$ cat src/rtl/exp_pkg.sv
// Shared widths, fixed-point constants and the 1/K coefficient table for the e^x series datapath.
// Every value here is Q-format with 16 fraction bits.
package exp_pkg;

    localparam int XW_DEF    = 16;
    localparam int TW_DEF    = 17;
    localparam int RW_DEF    = 18;
    localparam int FRAC_BITS = 16;
    localparam int KW        = 3;
    localparam int COEF_W    = 17;

    localparam logic [COEF_W-1:0] ONE_Q16 = 17'd65536;
    localparam logic [KW-1:0]     K_LAST  = 3'd7;

    // Entry K holds floor(65536 / K); entry 0 is unused by the series and reads as zero.
    localparam logic [COEF_W-1:0] COEF_TABLE [0:7] = '{
        17'd0,
        17'd65536,
        17'd32768,
        17'd21845,
        17'd16384,
        17'd13107,
        17'd10922,
        17'd9362
    };

endpackage

$ cat src/rtl/exp_coef_rom.sv
// Combinational 1/K lookup (Q1.16) indexed by the term counter.
module exp_coef_rom
    import exp_pkg::*;
(
    input  logic [KW-1:0]     k_i,
    output logic [COEF_W-1:0] coef_o
);

    always_comb begin
        coef_o = COEF_TABLE[k_i];
    end

endmodule

$ cat src/rtl/exp_datapath.sv
// Register/multiplier datapath for e^x = sum x^k/k!; an external controller sequences the steps.
// One shared multiplier builds each term as (T*x)/k.
module exp_datapath
    import exp_pkg::*;
#(
    parameter int XW = XW_DEF,
    parameter int TW = TW_DEF,
    parameter int RW = RW_DEF
) (
    input  logic          clk,
    input  logic          rst,
    input  logic [XW-1:0] x_in,
    input  logic          initx,
    input  logic          ldx,
    input  logic          initt,
    input  logic          ldt,
    input  logic          initr,
    input  logic          ldr,
    input  logic          ldc,
    input  logic          enc,
    input  logic          s,
    output logic          co,
    output logic [RW-1:0] result
);

    localparam int OPW = (XW > COEF_W) ? XW : COEF_W;
    localparam int PW  = TW + OPW;
    localparam int SW  = RW + 1;

    logic [XW-1:0]     x_q, x_d;
    logic [TW-1:0]     t_q, t_d;
    logic [RW-1:0]     r_q, r_d;
    logic [KW-1:0]     k_q, k_d;

    logic [COEF_W-1:0] coef;
    logic [OPW-1:0]    multOperand;
    logic [TW-1:0]     multOut;
    logic [SW-1:0]     rSum;

    exp_coef_rom u_coef_rom (
        .k_i    (k_q),
        .coef_o (coef)
    );

    // Product is shifted back to Q1.16 and truncated to TW bits; no rounding.
    always_comb begin
        multOperand = s ? OPW'(coef) : OPW'(x_q);
        multOut     = TW'((PW'(t_q) * PW'(multOperand)) >> FRAC_BITS);
        rSum        = {1'b0, r_q} + SW'(t_q);
    end

    always_comb begin
        x_d = x_q;
        t_d = t_q;
        r_d = r_q;
        k_d = k_q;

        if (initx) begin
            x_d = '0;
        end else if (ldx) begin
            x_d = x_in;
        end

        if (initt) begin
            t_d = TW'(ONE_Q16);
        end else if (ldt) begin
            t_d = multOut;
        end

        // The carry out of the accumulator pins R at full scale instead of wrapping.
        if (initr) begin
            r_d = '0;
        end else if (ldr) begin
            r_d = rSum[RW] ? '1 : rSum[RW-1:0];
        end

        if (ldc) begin
            k_d = KW'(1);
        end else if (enc) begin
            k_d = k_q + KW'(1);
        end
    end

    always_ff @(posedge clk or negedge rst) begin
        if (!rst) begin
            x_q <= '0;
            t_q <= '0;
            r_q <= '0;
            k_q <= '0;
        end else begin
            x_q <= x_d;
            t_q <= t_d;
            r_q <= r_d;
            k_q <= k_d;
        end
    end

    assign co     = (k_q == K_LAST);
    assign result = r_q;

endmodule

$ cat config.mk
export PLATFORM = sky130hd
export DESIGN_NAME = exp_datapath
export DESIGN_NICKNAME = d
export VERILOG_FILES = /design/src/rtl/exp_pkg.sv /design/src/rtl/exp_coef_rom.sv /design/src/rtl/exp_datapath.sv
export SDC_FILE = /design/constraint.sdc
export NUM_CORES = 1
export LEC_CHECK = 0
export CAP_MARGIN = 20
export CORE_ASPECT_RATIO = 1.2
export CORE_MARGIN = 2
export CORE_UTILIZATION = 30
export CTS_CLUSTER_SIZE = 25
export DETAILED_ROUTE_END_ITERATION = 8
export PLACE_DENSITY = 0.51
export SYNTH_ARGS = -nofsm -noshare
export SYNTH_HDL_FRONTEND = slang
export SYNTH_SLANG_ARGS = --single-unit
$ cat constraint.sdc
create_clock -name clk -period 9.64 [get_ports clk]
set_input_delay 1.928 -clock clk [delete_from_list [all_inputs] [get_ports clk]]
set_output_delay 1.928 -clock clk [all_outputs]
set_load 0.1 [all_outputs]
==> reports/qor.csv, run 1 <==
metric,value,unit
Synth async-reset ratio,1.00,
crit-path most repeated cell,fa_1,
post-synth top area cell,fa_1,
largest net degree at the start of global routing,55,
Tcrit/Tclk final,0.913,
"delay-heaviest family, CP",adder cells,
critical path's slowest cell,clkdlybuf4s50_1,
number of placed I/O pins,46,
Worst-Margin Slew,1.11,ns
# fillers,4346,
IO buf count,45,
"slowest stage delay, CP",0.89,ns
CP Launch Type,input port,
"Reg clk slew, reported paths",0.08,ns
Num Clock Sinks,54,
Std-Cell Rows,81,
WHS Path Cells,2,
mean post-synth cell area,8.88,µm²
slew margin rel.,0.260,
post-synth top area share,0.363,
DRT antenna net count,0,
GP Congestion,0.813,
cell count after synthesis,1379,
min-delay worst type,flop to flop,
vias in the first global route,10100,
proportion of layout cells with a drive suffix above 1,0.0331,
Slew Limit Fails,0,
post-synthesis cell type count,61,
setup_tns,0,ns
Final Power,1590,µW
flop-to-flop setup slack,2.35,ns
"Seq/Total Area, Yosys",0.110,
later-pin clock latency in the skew report,0.31,ns
H-tree levels,2,
CTS Hold Bufs,0,
chip width,188,µm
grt ovf,0,
CP endpoint kind,flop,
initial antenna violation count,0,
CTS tree,yes,
Max-cap violations,0,
Finish-stage setup viols,0,
TritonRoute pass-1 iters,4,
DR iter-0 viols,382,
Final Critical Period,8.80,ns
LEAKAGE,0.00680,µW
Post-synth EDFFs,0,
R2R cell count,26,
number of synthesized register bits,54,
Final HPWL DP,24600,µm
core footprint,0.0405,mm²
RSZ-0062 raised after global routing,false,
r2r startpoint,k_q[0]$_DFFE_PN0P_,
"Core Util, Final",0.332,
n_diodes,0,
Crit path buffers/inverters,7,
Required @ worst endpoint,9.84,ns
routed vias,9130,
WL final,31500,µm
Area contributors post-synth,"fa_1 36%, ha_1 13%, dfrtp_1 11%",
Synth Flop Type,dfrtp_1,
worst r2r dst,t_q[13]$_DFFE_PN0P_,
Final nets,1765,
pwr/cell area,118,mW/mm²
Total GRT Usage,0.159,
maximum VDD drop,0.0613,mV
warning count from the yosys run,0,
# DRC,0,
Clock Skews,0.00717,ns
fin cells,1930,
DR WL/cell,16.3,µm
hold slack final,0.535,ns
CP Max Fanout,20,
hold violation count in the final report,0,
total nets after synthesis,1754,
outcome,"finished, final reports clean",
placed cell count,1922,
highest clock rate,114,MHz
critical-path cell list,clkdlybuf4s50_1 -> inv_1 -> a2bb2oi_1 -> buf_4 -> nor2b_1 -> fa_1 -> inv_1 -> fa_1 -> fa_1 -> inv_1 -> fa_1 -> fa_1 -> inv_1 -> fa_1 -> inv_1 -> ha_1 -> nand4_1 -> a211o_1 -> a2111o_1 -> a21boi_2 -> o21ai_2 -> a211o_1 -> a41o_1,
CTS buffer count,5,
CTS root buf,clkbuf_16,
CP arrival,9.01,ns
Starting Density,0.302,
area grow syn2layout,9.88,%
Post-CTS Repair Setup Buffers,0,
first-pass GRT wire length,53100,µm
critical setup path kind,input port to flop,
synthesized area,0.0122,mm²
CTS Buffer Depth,2,
routed vias/inst,4.73,
die area,0.0425,mm²
hold path endpoint,x_q[3]$_DFFE_PN0P_,
# resized after CTS,0,
Die H,225,µm
worst hold start,x_q[3]$_DFFE_PN0P_,
## flip-flops by register name, summed over array words and instances (netlist names)
signal  cells
result     18
t_q        17
x_q        16
k_q         3
## Yosys cell counts, drive strengths merged, types with 11 or more instances
library cell	n
inv	291
xnor2	16
and2	91
o21ai	18
mux2i	26
nand2	190
clkbuf	52
nor2b	32
fa	222
buf	11
ha	126
nor2	63
a21oi	34
xor2	13
nand3	12
a21o	16
dfrtp	54
a211oi	23
## metal layers
metal / share of wire / global-route usage
met1: 0.40 / 0.187
met2: 0.55 / 0.307
met3: 0.027 / 0.00919
met4: 0.022 / 0.0469
met5: 0 / 0
## worst max-delay path by stage
stage          start                  end  slack (ns)  cells after the start
3_3_place_gp       s  t_q[16]$_DFFE_PN0P_        0.51                     20
5_1_grt            s  t_q[13]$_DFFE_PN0P_        0.35                     24
3_5_place_dp       s  t_q[16]$_DFFE_PN0P_        0.46                     23
2_1_floorplan      s  t_q[16]$_DFFE_PN0P_        1.37                     23
6_report           s  t_q[16]$_DFFE_PN0P_        0.84                     23
4_1_cts            s  t_q[16]$_DFFE_PN0P_        0.79                     23
## worst reg2reg max path: stages (launching register included)
cell      delay (ns)
dfrtp_1         0.45
ha_1            0.25
nor2b_1         0.23
a21oi_1         0.06
nand2_1         0.12
o21a_1          0.63
nand2_1         0.18
fa_1            0.58
inv_1           0.05
fa_1            0.49
inv_1           0.05
fa_1            0.53
inv_1           0.05
fa_1            0.38
fa_1            0.54
inv_1           0.06
fa_1            0.48
inv_1           0.04
ha_1            0.34
a21o_1          0.18
a21oi_1         0.20
nor2_1          0.07
a21oi_1         0.41
nand3b_1        0.21
a21oi_1         0.20
nor4_1          0.06
a311o_1         0.34
## through the flow
step	area [µm²]	setup WS [ns]
2_1_floorplan	12200	1.37
3_3_place_gp	13300	0.507
3_5_place_dp	13300	0.456
4_1_cts	13500	0.786
5_1_grt	13500	0.353
6_report	13500	0.837
## report_power, final
| group | switching, µW | total (µW) | internal [µW] |
|---|---|---|---|
| sequential | 99.6 | 353 | 253 |
| combinational | 614 | 1010 | 394 |
| clock | 102 | 227 | 125 |
| total | 816 | 1590 | 772 |
## cell type report
type,instances,area [µm²],area share
Tap cell,539,674,0.0501
Inverter,291,1090,0.0812
Multi-Input combinational cell,971,9550,0.710
Timing Repair Buffer,67,614,0.0457
Clock buffer,5,125,0.00930
Clock inverter,3,48.8,0.00363
Sequential cell,54,1350,0.100
## logic make-up after synthesis
kind of cell / Yosys count / share of synthesized area
and+or+nand+nor: 428 / 0.167
buffers and inverters: 354 / 0.110
adders and majority gates: 348 / 0.492
AOI/OAI and AO/OA: 137 / 0.0764
DFF: 54 / 0.110
xor gates and xnor gates: 29 / 0.0207
muxes: 29 / 0.0240
## cell usage in the layout, fill, tap and decap left out, types with 23 or more instances in the layout
cell	count
a211oi_1	23
a21oi_1	34
and2_1	90
clkdlybuf4s50_1	44
dfrtp_1	54
fa_1	222
ha_1	126
inv_1	291
mux2i_1	26
nand2_1	190
nor2_1	63
nor2b_1	32
Note: power is estimated with default switching activity, not from simulation.
==> run 2: changes to the inputs <==
Settings changed: GPL_TIMING_DRIVEN set to 0, RECOVER_POWER set to 100.
==> reports/qor.csv, run 2 (synthesized netlist as in run 1, its figures left out) <==
metric,value,unit
Worst-Margin Slew,2.08,ns
die area,0.0425,mm²
"Reg clk slew, reported paths",0.07,ns
Net Switching,844,µW
Clk pwr share,0.115,
worst setup margin,0.361,ns
highest clock rate,108,MHz
# DRC,0,
fin cells,1972,
flip-flop count of the largest register after layout,18,
vias in the first global route,9984,
sw frac,0.530,
maximum VDD drop,0.0720,mV
Total GRT Usage,0.166,
sequential power share,0.197,
Slew Limit Fails,40,
routed vias,9243,
DRT antenna net count,0,
Crit path buffers/inverters,7,
Final Critical Period,9.28,ns
CTS Buffer Depth,2,
IO buf count,42,
WL final,33700,µm
hold violation count in the final report,0,
pwr/cell area,118,mW/mm²
critical-path cell list,clkdlybuf4s50_1 -> clkbuf_2 -> clkbuf_2 -> o21a_1 -> clkbuf_1 -> nand2_1 -> fa_1 -> inv_1 -> fa_1 -> fa_1 -> fa_1 -> fa_1 -> inv_1 -> fa_1 -> inv_1 -> ha_1 -> and4_1 -> nand2_1 -> nor2_1 -> a21oi_1 -> nand3b_1 -> a21oi_1 -> nor4_1 -> a311o_1,
grt ovf,0,
initial antenna violation count,2,
min-delay worst type,flop to flop,
proportion of layout cells with a drive suffix above 1,0.0251,
Required @ worst endpoint,9.82,ns
TritonRoute pass-1 iters,5,
largest net degree at the start of global routing,40,
crit-path most repeated cell,fa_1,
critical path's slowest cell,o21a_1,
"slowest stage delay, CP",0.60,ns
number of placed I/O pins,46,
CTS tree,yes,
combinational share of power,0.687,
later-pin clock latency in the skew report,0.30,ns
CTS Hold Bufs,0,
GP Congestion,0.858,
DR WL/cell,17.1,µm
most frequent cells in the layout,"291 x inv_1, 222 x fa_1, 190 x nand2_1, 126 x ha_1, 90 x and2_1",
CP endpoint kind,flop,
Finish-stage setup viols,0,
"delay-heaviest family, CP",adder cells,
"Core Util, Final",0.334,
H-tree levels,2,
DR iter-0 viols,441,
core footprint,0.0405,mm²
"commonest non-fill, non-tap cell in the layout",inv_1,
outcome,"finished, violations left",
RSZ-0062 raised after global routing,false,
pre-CTS setup slack,-0.358,ns
critical setup path kind,input port to flop,
setup_tns,0,ns
Tcrit/Tclk final,0.963,
Num Clock Sinks,54,
CP Launch Type,input port,
chip width,188,µm
area grow syn2layout,10.5,%
Final nets,1806,
CP Max Fanout,10,
CP arrival,9.46,ns
Starting Density,0.302,
CTS buffer count,5,
Max-cap violations,1,
CTS root buf,clkbuf_16,
Internal Power,750,µW
slew margin rel.,-0.383,
Clock Skews,0.0113,ns
Std-Cell Rows,81,
placed cell count,1964,
first-pass GRT wire length,54800,µm
violated checks,"max-capacitance violations, max-slew violations",
Die H,225,µm
LEAKAGE,0.00682,µW
Final HPWL DP,27900,µm
routed vias/inst,4.69,
==> run 2: changes by cell type in the layout (fill, tap and decap cells not counted), moves of 2 or more <==
cell | before | now
buf_1 | 0 | 7
buf_4 | 21 | 1
clkbuf_1 | 0 | 52
clkbuf_2 | 0 | 4
clkdlybuf4s50_1 | 44 | 20
dlygate4sd3_1 | 0 | 21
o21ai_1 | 5 | 2
o21ai_2 | 1 | 3
==> run 2: through the flow <==
step	cell area, µm²	power [µW]	hold slack [ns]
floorplan	12200	1060	0.482
global placement	13300	1420	0.509
detailed placement	13400	1430	0.521
CTS	13500	1620	0.538
global route	13500	1760	0.577
finish	13500	1590	0.542
==> run 2: power groups by stage <==
| stage | Clock, µW | Sequential (µW) | Combinational [µW] |
|---|---|---|---|
| 2_1_floorplan | 0 | 350 | 712 |
| 3_3_place_gp | 0 | 320 | 1100 |
| 3_5_place_dp | 0 | 321 | 1110 |
| 4_1_cts | 189 | 316 | 1120 |
| 5_1_grt | 199 | 320 | 1240 |
| 6_report | 184 | 314 | 1100 |
==> run 2: repair_timing <==
action,CTS,global route
gates resized for setup,4,9
endpoints found under the setup margin,2,11
setup buffers,0,0
==> run 2: per-layer routing <==
layer,part of all wire,vias up,GRT usage
met4,0.021,0,0.0348
met3,0.028,32,0.0114
met2,0.53,140,0.312
li1,-,4338,-
met5,0,-,0
met1,0.42,4733,0.209
==> run 2: path summary, 6_finish.rpt <==
path / slack, ns / startpoint / depth (start not counted) / end
setup reg to reg: 1.91 / k_q[0]$_DFFE_PN0P_ / 24 / t_q[13]$_DFFE_PN0P_
hold reg to reg: 0.54 / x_q[11]$_DFFE_PN0P_ / 2 / x_q[11]$_DFFE_PN0P_
hold / removal: 0.54 / x_q[11]$_DFFE_PN0P_ / 2 / x_q[11]$_DFFE_PN0P_
min in group asynchronous: 1.72 / rst / 1 / result[17]$_DFFE_PN0P_
setup / recovery: 0.36 / s / 24 / t_q[13]$_DFFE_PN0P_
max in group asynchronous: 5.48 / rst / 2 / x_q[7]$_DFFE_PN0P_
==> run 2: layout make-up <==
type                    instances  area (µm²)
diodes                          1        2.50
plain buffers                  62         249
clock buffers                   6         129
clock inverters                 2        17.5
fillers                      4336       27000
inverters                     291        1090
multi-input cells             971        9570
flip-flops and latches         54        1350
well taps                     539         674
repair buffers                 46         448
==> run 2: tightest hold or removal path, cell delays in order, from the launching register on <==
cell and delay (ns):
dfrtp_1 0.36, mux2i_1 0.07, nor2_1 0.08
==> RTL edit 1: new RTL, flow settings as in run 1 <==
Set the package constant `KW` to 5 (it was 3).
--- a/src/rtl/exp_pkg.sv
+++ b/src/rtl/exp_pkg.sv
@@ -6,7 +6,7 @@
     localparam int TW_DEF    = 17;
     localparam int RW_DEF    = 18;
     localparam int FRAC_BITS = 16;
-    localparam int KW        = 3;
+    localparam int KW        = 5;
     localparam int COEF_W    = 17;
 
     localparam logic [COEF_W-1:0] ONE_Q16 = 17'd65536;
Behaviour: no difference found for any inputs over 4 cycles, from zero or initial values and one cycle with rst low; that may be too few to reach the edited logic, so the function may still have changed.
==> RTL edit 1 against run 1 <==
Sequential cell count rose by 2; synthesized area rose by 1.4%; power is 8.5% higher; setup slack better by 0.019 ns; wire length rose by 6.8%; final area up 1.5%; clock skew grew 0.0037 ns; non-clock buffer count increased by 4; largest cell class unchanged; largest power group unchanged.
==> RTL edit 1: results <==
export IMPL_multi_input_gates=995
export IMPL_power_internal_mw=0.7995
export IMPL_htree_levels=2
export IMPL_grt_pass1_wl_microns=56120
export IMPL_fillCellCount=4307
export IMPL_bufAreaShareNonClock_pct=4.692
export IMPL_synth_compound_area_share_pct=8.098
export IMPL_nets=1796
export IMPL_synthTopCellsByCount="inv_1, fa_1, nand2_1"
export IMPL_dp_cells=1953
export IMPL_setup_worst_path_end="t_q[12]$_DFFE_PN0P_"
export IMPL_p_leak_nw=6.865
export IMPL_rrSetupSlack_ns=2.12
export IMPL_clock_tree_area_fraction_pct=1.072
export IMPL_status="finished clean"
export IMPL_synth_xor_area_share_pct=2.538
export IMPL_ys_types=51
export IMPL_hold_end="x_q[2]$_DFFE_PN0P_"
export IMPL_p_comb_mw=1.13
export IMPL_cts_sinks=56
export IMPL_via_per_inst=4.737
export IMPL_grt_max_degree=57
export IMPL_grt_pass1_vias=10370
export IMPL_fin_skew_ns=0.01084
export IMPL_multi_input_area_share_pct=71.00
export IMPL_synth_fa_ha_area_share_pct=48.47
export IMPL_hpwl_microns=26560
export IMPL_multiInputGateArea_sq_um=9694
export IMPL_firstDrtPassIters=5
export IMPL_path_max_fanout=17
export IMPL_totalWireLength_microns=33690
export IMPL_ys_seq_area_share_pct=11.28
export IMPL_arrival_ns=8.97
export IMPL_placed_area_sq_um=13510
export IMPL_clockBufferDepth=2
export IMPL_wl_per_cell_microns=17.18
export IMPL_grt_use_total_pct=16.85
export IMPL_inverters=292
export IMPL_buffers=71
export IMPL_max_freq_ghz=0.1138
export IMPL_place_congestion=0.8048
export IMPL_cts_clk_slew_worst_paths_ns=0.08
export IMPL_worst_slew_pin_transition_ns=1.116
export IMPL_syn_avg_cell_area_sq_um=8.848
export IMPL_die_w_microns=189.8
export IMPL_seq_area_share_pct=10.26
export IMPL_ys_top_cells_by_area="fa_1, ha_1, dfrtp_1, inv_1, nand2_1"
export IMPL_combPwrFrac_pct=65.7
export IMPL_hp_start="x_q[2]$_DFFE_PN0P_"
export IMPL_muxShareOfSynthArea_pct=2.226
export IMPL_synth_fp_nets=1779
export IMPL_drive_gt1_share_pct=3.586
export IMPL_dp_slack_ns=0.5169
export IMPL_critical_path_max_stage_delay_ns=0.70
export IMPL_p_clk_share_pct=11.8
export IMPL_timing_hold_ws_ns=0.5303
==> RTL edit 1: layer usage <==
| metal | wire (microns) | track usage (%) | share of wire [%] | vias up |
|---|---|---|---|---|
| met3 | 738 | 0.8667 | 2.2 | 59 |
| li1 | - | - | - | 4329 |
| met1 | 14090 | 20.37 | 42 | 4741 |
| met2 | 17720 | 31.80 | 53 | 161 |
| met5 | 0 | 0 | 0 | - |
| met4 | 1134 | 5.751 | 3.4 | 0 |
==> RTL edit 1: critical path, delay by kind of cell <==
family          cells  cell delay [ns]
fa+ha+maj           7             3.32
compound gates      7             1.82
buf+inv             7             1.18
simple gates        2             0.49
xor+xnor            1             0.20
==> RTL edit 1: cells by family (layout without fill, tap and decap cells) <==
kind of cell    count (synthesis)  in the layout
compound gates                150            150
buf+inv                       353            371
fa+ha+maj                     348            348
mux                            27             27
simple gates                  434            434
flops                          56             56
xor+xnor                       36             36
==> RTL edit 2: new RTL, config.mk and constraints of run 1 <==
Made on the original files. Make the reset (`rst`) synchronous in one clocked block.
--- a/src/rtl/exp_datapath.sv
+++ b/src/rtl/exp_datapath.sv
@@ -81,7 +81,7 @@
         end
     end
 
-    always_ff @(posedge clk or negedge rst) begin
+    always_ff @(posedge clk) begin
         if (!rst) begin
             x_q <= '0;
             t_q <= '0;
Check against the original RTL: differs if rst is asserted again (counterexample within 4 cycles, from zero or initial values and one cycle with rst low); with rst held inactive, the same outputs for 4 cycles.
==> RTL edit 2 against run 1 <==
Wire length grew 2.0%; sequential cell count is the same; fmax grew 1.9%; largest cell class unchanged; sequential share of layout area down 1.8 points; synthesized area decreased by 2.9%; clock skew is 0.0052 ns higher; setup slack better by 0.16 ns; final area is 2.0% lower.
Power is not compared: it rests on default switching activity, and its combinational part moved more than twofold at a synthesized area within 25%.
==> RTL edit 2: results <==
export IMPL_fin_skew_ns=0.01234
export IMPL_p_leak_nw=6.497
export IMPL_place_congestion=0.8564
export IMPL_clk_latency_ns=0.33
export IMPL_reg2reg_to="t_q[14]$_SDFFE_PP0P_"
export IMPL_postCtsSetupBuffers=0
export IMPL_synth_fa_ha_area_share_pct=50.62
export IMPL_ys_seq_area_share_pct=9.089
export IMPL_cts_clk_slew_worst_paths_ns=0.08
export IMPL_grt_pass1_wl_microns=53490
export IMPL_ys_types=56
export IMPL_grt_max_degree=25
export IMPL_path_max_fanout=14
export IMPL_dp_slack_ns=0.6661
export IMPL_wl_per_cell_microns=16.90
export IMPL_cts_inserted_buffers=5
export IMPL_largest_register_ffs=18
export IMPL_port_buffers=45
export IMPL_peakVddDrop_mv=0.06388
export IMPL_status="finished clean"
export IMPL_ys_top_cells_by_area="fa_1, ha_1, dfxtp_1, inv_1, nand2_1"
export IMPL_synth_compound_area_share_pct=8.763
export IMPL_ys_warnings_count=0
export IMPL_clockBufferDepth=2
export IMPL_arrival_ns=8.89
export IMPL_rrSetupSlack_ns=2.37
export IMPL_htree_levels=2
export IMPL_via_per_inst=4.754
export IMPL_muxShareOfSynthArea_pct=2.199
export IMPL_synth_edf_count=0
export IMPL_drtIter0Drc=404
export IMPL_yosys_most_used_dff="dfxtp_1"
export IMPL_drive_gt1_share_pct=3.776
export IMPL_synth_xor_area_share_pct=2.651
export IMPL_rr_startpoint="k_q[1]$_SDFFE_PP0P_"
export IMPL_placed_area_sq_um=13000
export IMPL_async_reset_ff_share_pct=0
export IMPL_grt_use_total_pct=16.74
export IMPL_worstSetupStartpoint="s"
export IMPL_cts_root_buf="clkbuf_16"
export IMPL_hpwl_microns=25320
export IMPL_nets=1751
export IMPL_grt_pass1_vias=9981
export IMPL_r2r_cells=24
export IMPL_cts_resized=0
export IMPL_antenna_cells=0
export IMPL_hold_path_class="flop to flop"
export IMPL_antenna_found_initial=0
export IMPL_layout_min_cycle_time_ns=8.640
export IMPL_synth_fp_nets=1728
export IMPL_synthTopCellsByCount="inv_1, fa_1, nand2_1"
export IMPL_firstDrtPassIters=6
export IMPL_worst_slew_pin_transition_ns=1.171
export IMPL_worstSetupPathType="input pin to flop"
## RTL edit 2: where the power goes
| group | internal, mW | switching, mW | total, mW |
|---|---|---|---|
| clock | 0.125 | 0.101 | 0.226 |
| sequential | 0.229 | 0.0102 | 0.239 |
| combinational | 0.0471 | 0.0876 | 0.135 |
| total | 0.401 | 0.199 | 0.600 |
## RTL edit 2: worst max-delay path: stages
cell             delay, ns
clkdlybuf4s50_1       0.52
buf_4                 0.24
o21ai_1               0.79
nand2_1               0.19
fa_1                  0.55
fa_1                  0.51
fa_1                  0.51
inv_1                 0.06
fa_1                  0.51
fa_1                  0.51
inv_1                 0.07
fa_1                  0.49
inv_1                 0.05
ha_1                  0.33
a211oi_1              0.28
o21ai_0               0.17
a32oi_1               0.23
nand3b_1              0.20
o211ai_1              0.28
a21oi_1               0.11
xnor2_1               0.13
a211oi_1              0.21
## RTL edit 2: per-layer routing
metal	wire length (microns)	GRT usage (%)	up-vias
met1	13410	20.53	4626
li1	-	-	4214
met4	970	5.994	0
met2	16780	30.24	156
met5	0	0	-
met3	992	1.462	51
## RTL edit 2: worst min-delay path by stage
stage	startpoint	end	slack (ns)	cells past startpoint
after floorplan	x_q[10]$_SDFFE_PP0P_	x_q[10]$_SDFFE_PP0P_	0.46	2
after global placement	x_q[7]$_SDFFE_PP0P_	x_q[7]$_SDFFE_PP0P_	0.48	2
after detailed placement	x_q[15]$_SDFFE_PP0P_	x_q[15]$_SDFFE_PP0P_	0.48	2
after CTS	x_q[15]$_SDFFE_PP0P_	x_q[15]$_SDFFE_PP0P_	0.50	2
after global routing	x_q[15]$_SDFFE_PP0P_	x_q[15]$_SDFFE_PP0P_	0.52	2
final	x_q[15]$_SDFFE_PP0P_	x_q[15]$_SDFFE_PP0P_	0.49	2
## RTL edit 2: area by class of cell
type,count,area (sq um)
well taps,526,658.1
multi-input cells,972,9578
fillers,4138,25760
clock buffers,5,125.1
flip-flops and latches,54,1081
inverters,271,1017
clock inverters,3,48.80
repair buffers,72,676.9
## RTL edit 2: per-stage QoR
stage | std cells | utilization (%) | power (mW) | hold WS (ns)
after floorplan | 1353 | - | 0.3286 | 0.4561
after global placement | 1892 | 33.29 | 0.3797 | 0.4799
after detailed placement | 1894 | 33.39 | 0.3804 | 0.4821
after CTS | 1902 | 33.84 | 0.6099 | 0.5008
after global routing | 1903 | 33.86 | 0.6266 | 0.5201
final | 1903 | 33.86 | 0.6002 | 0.4939
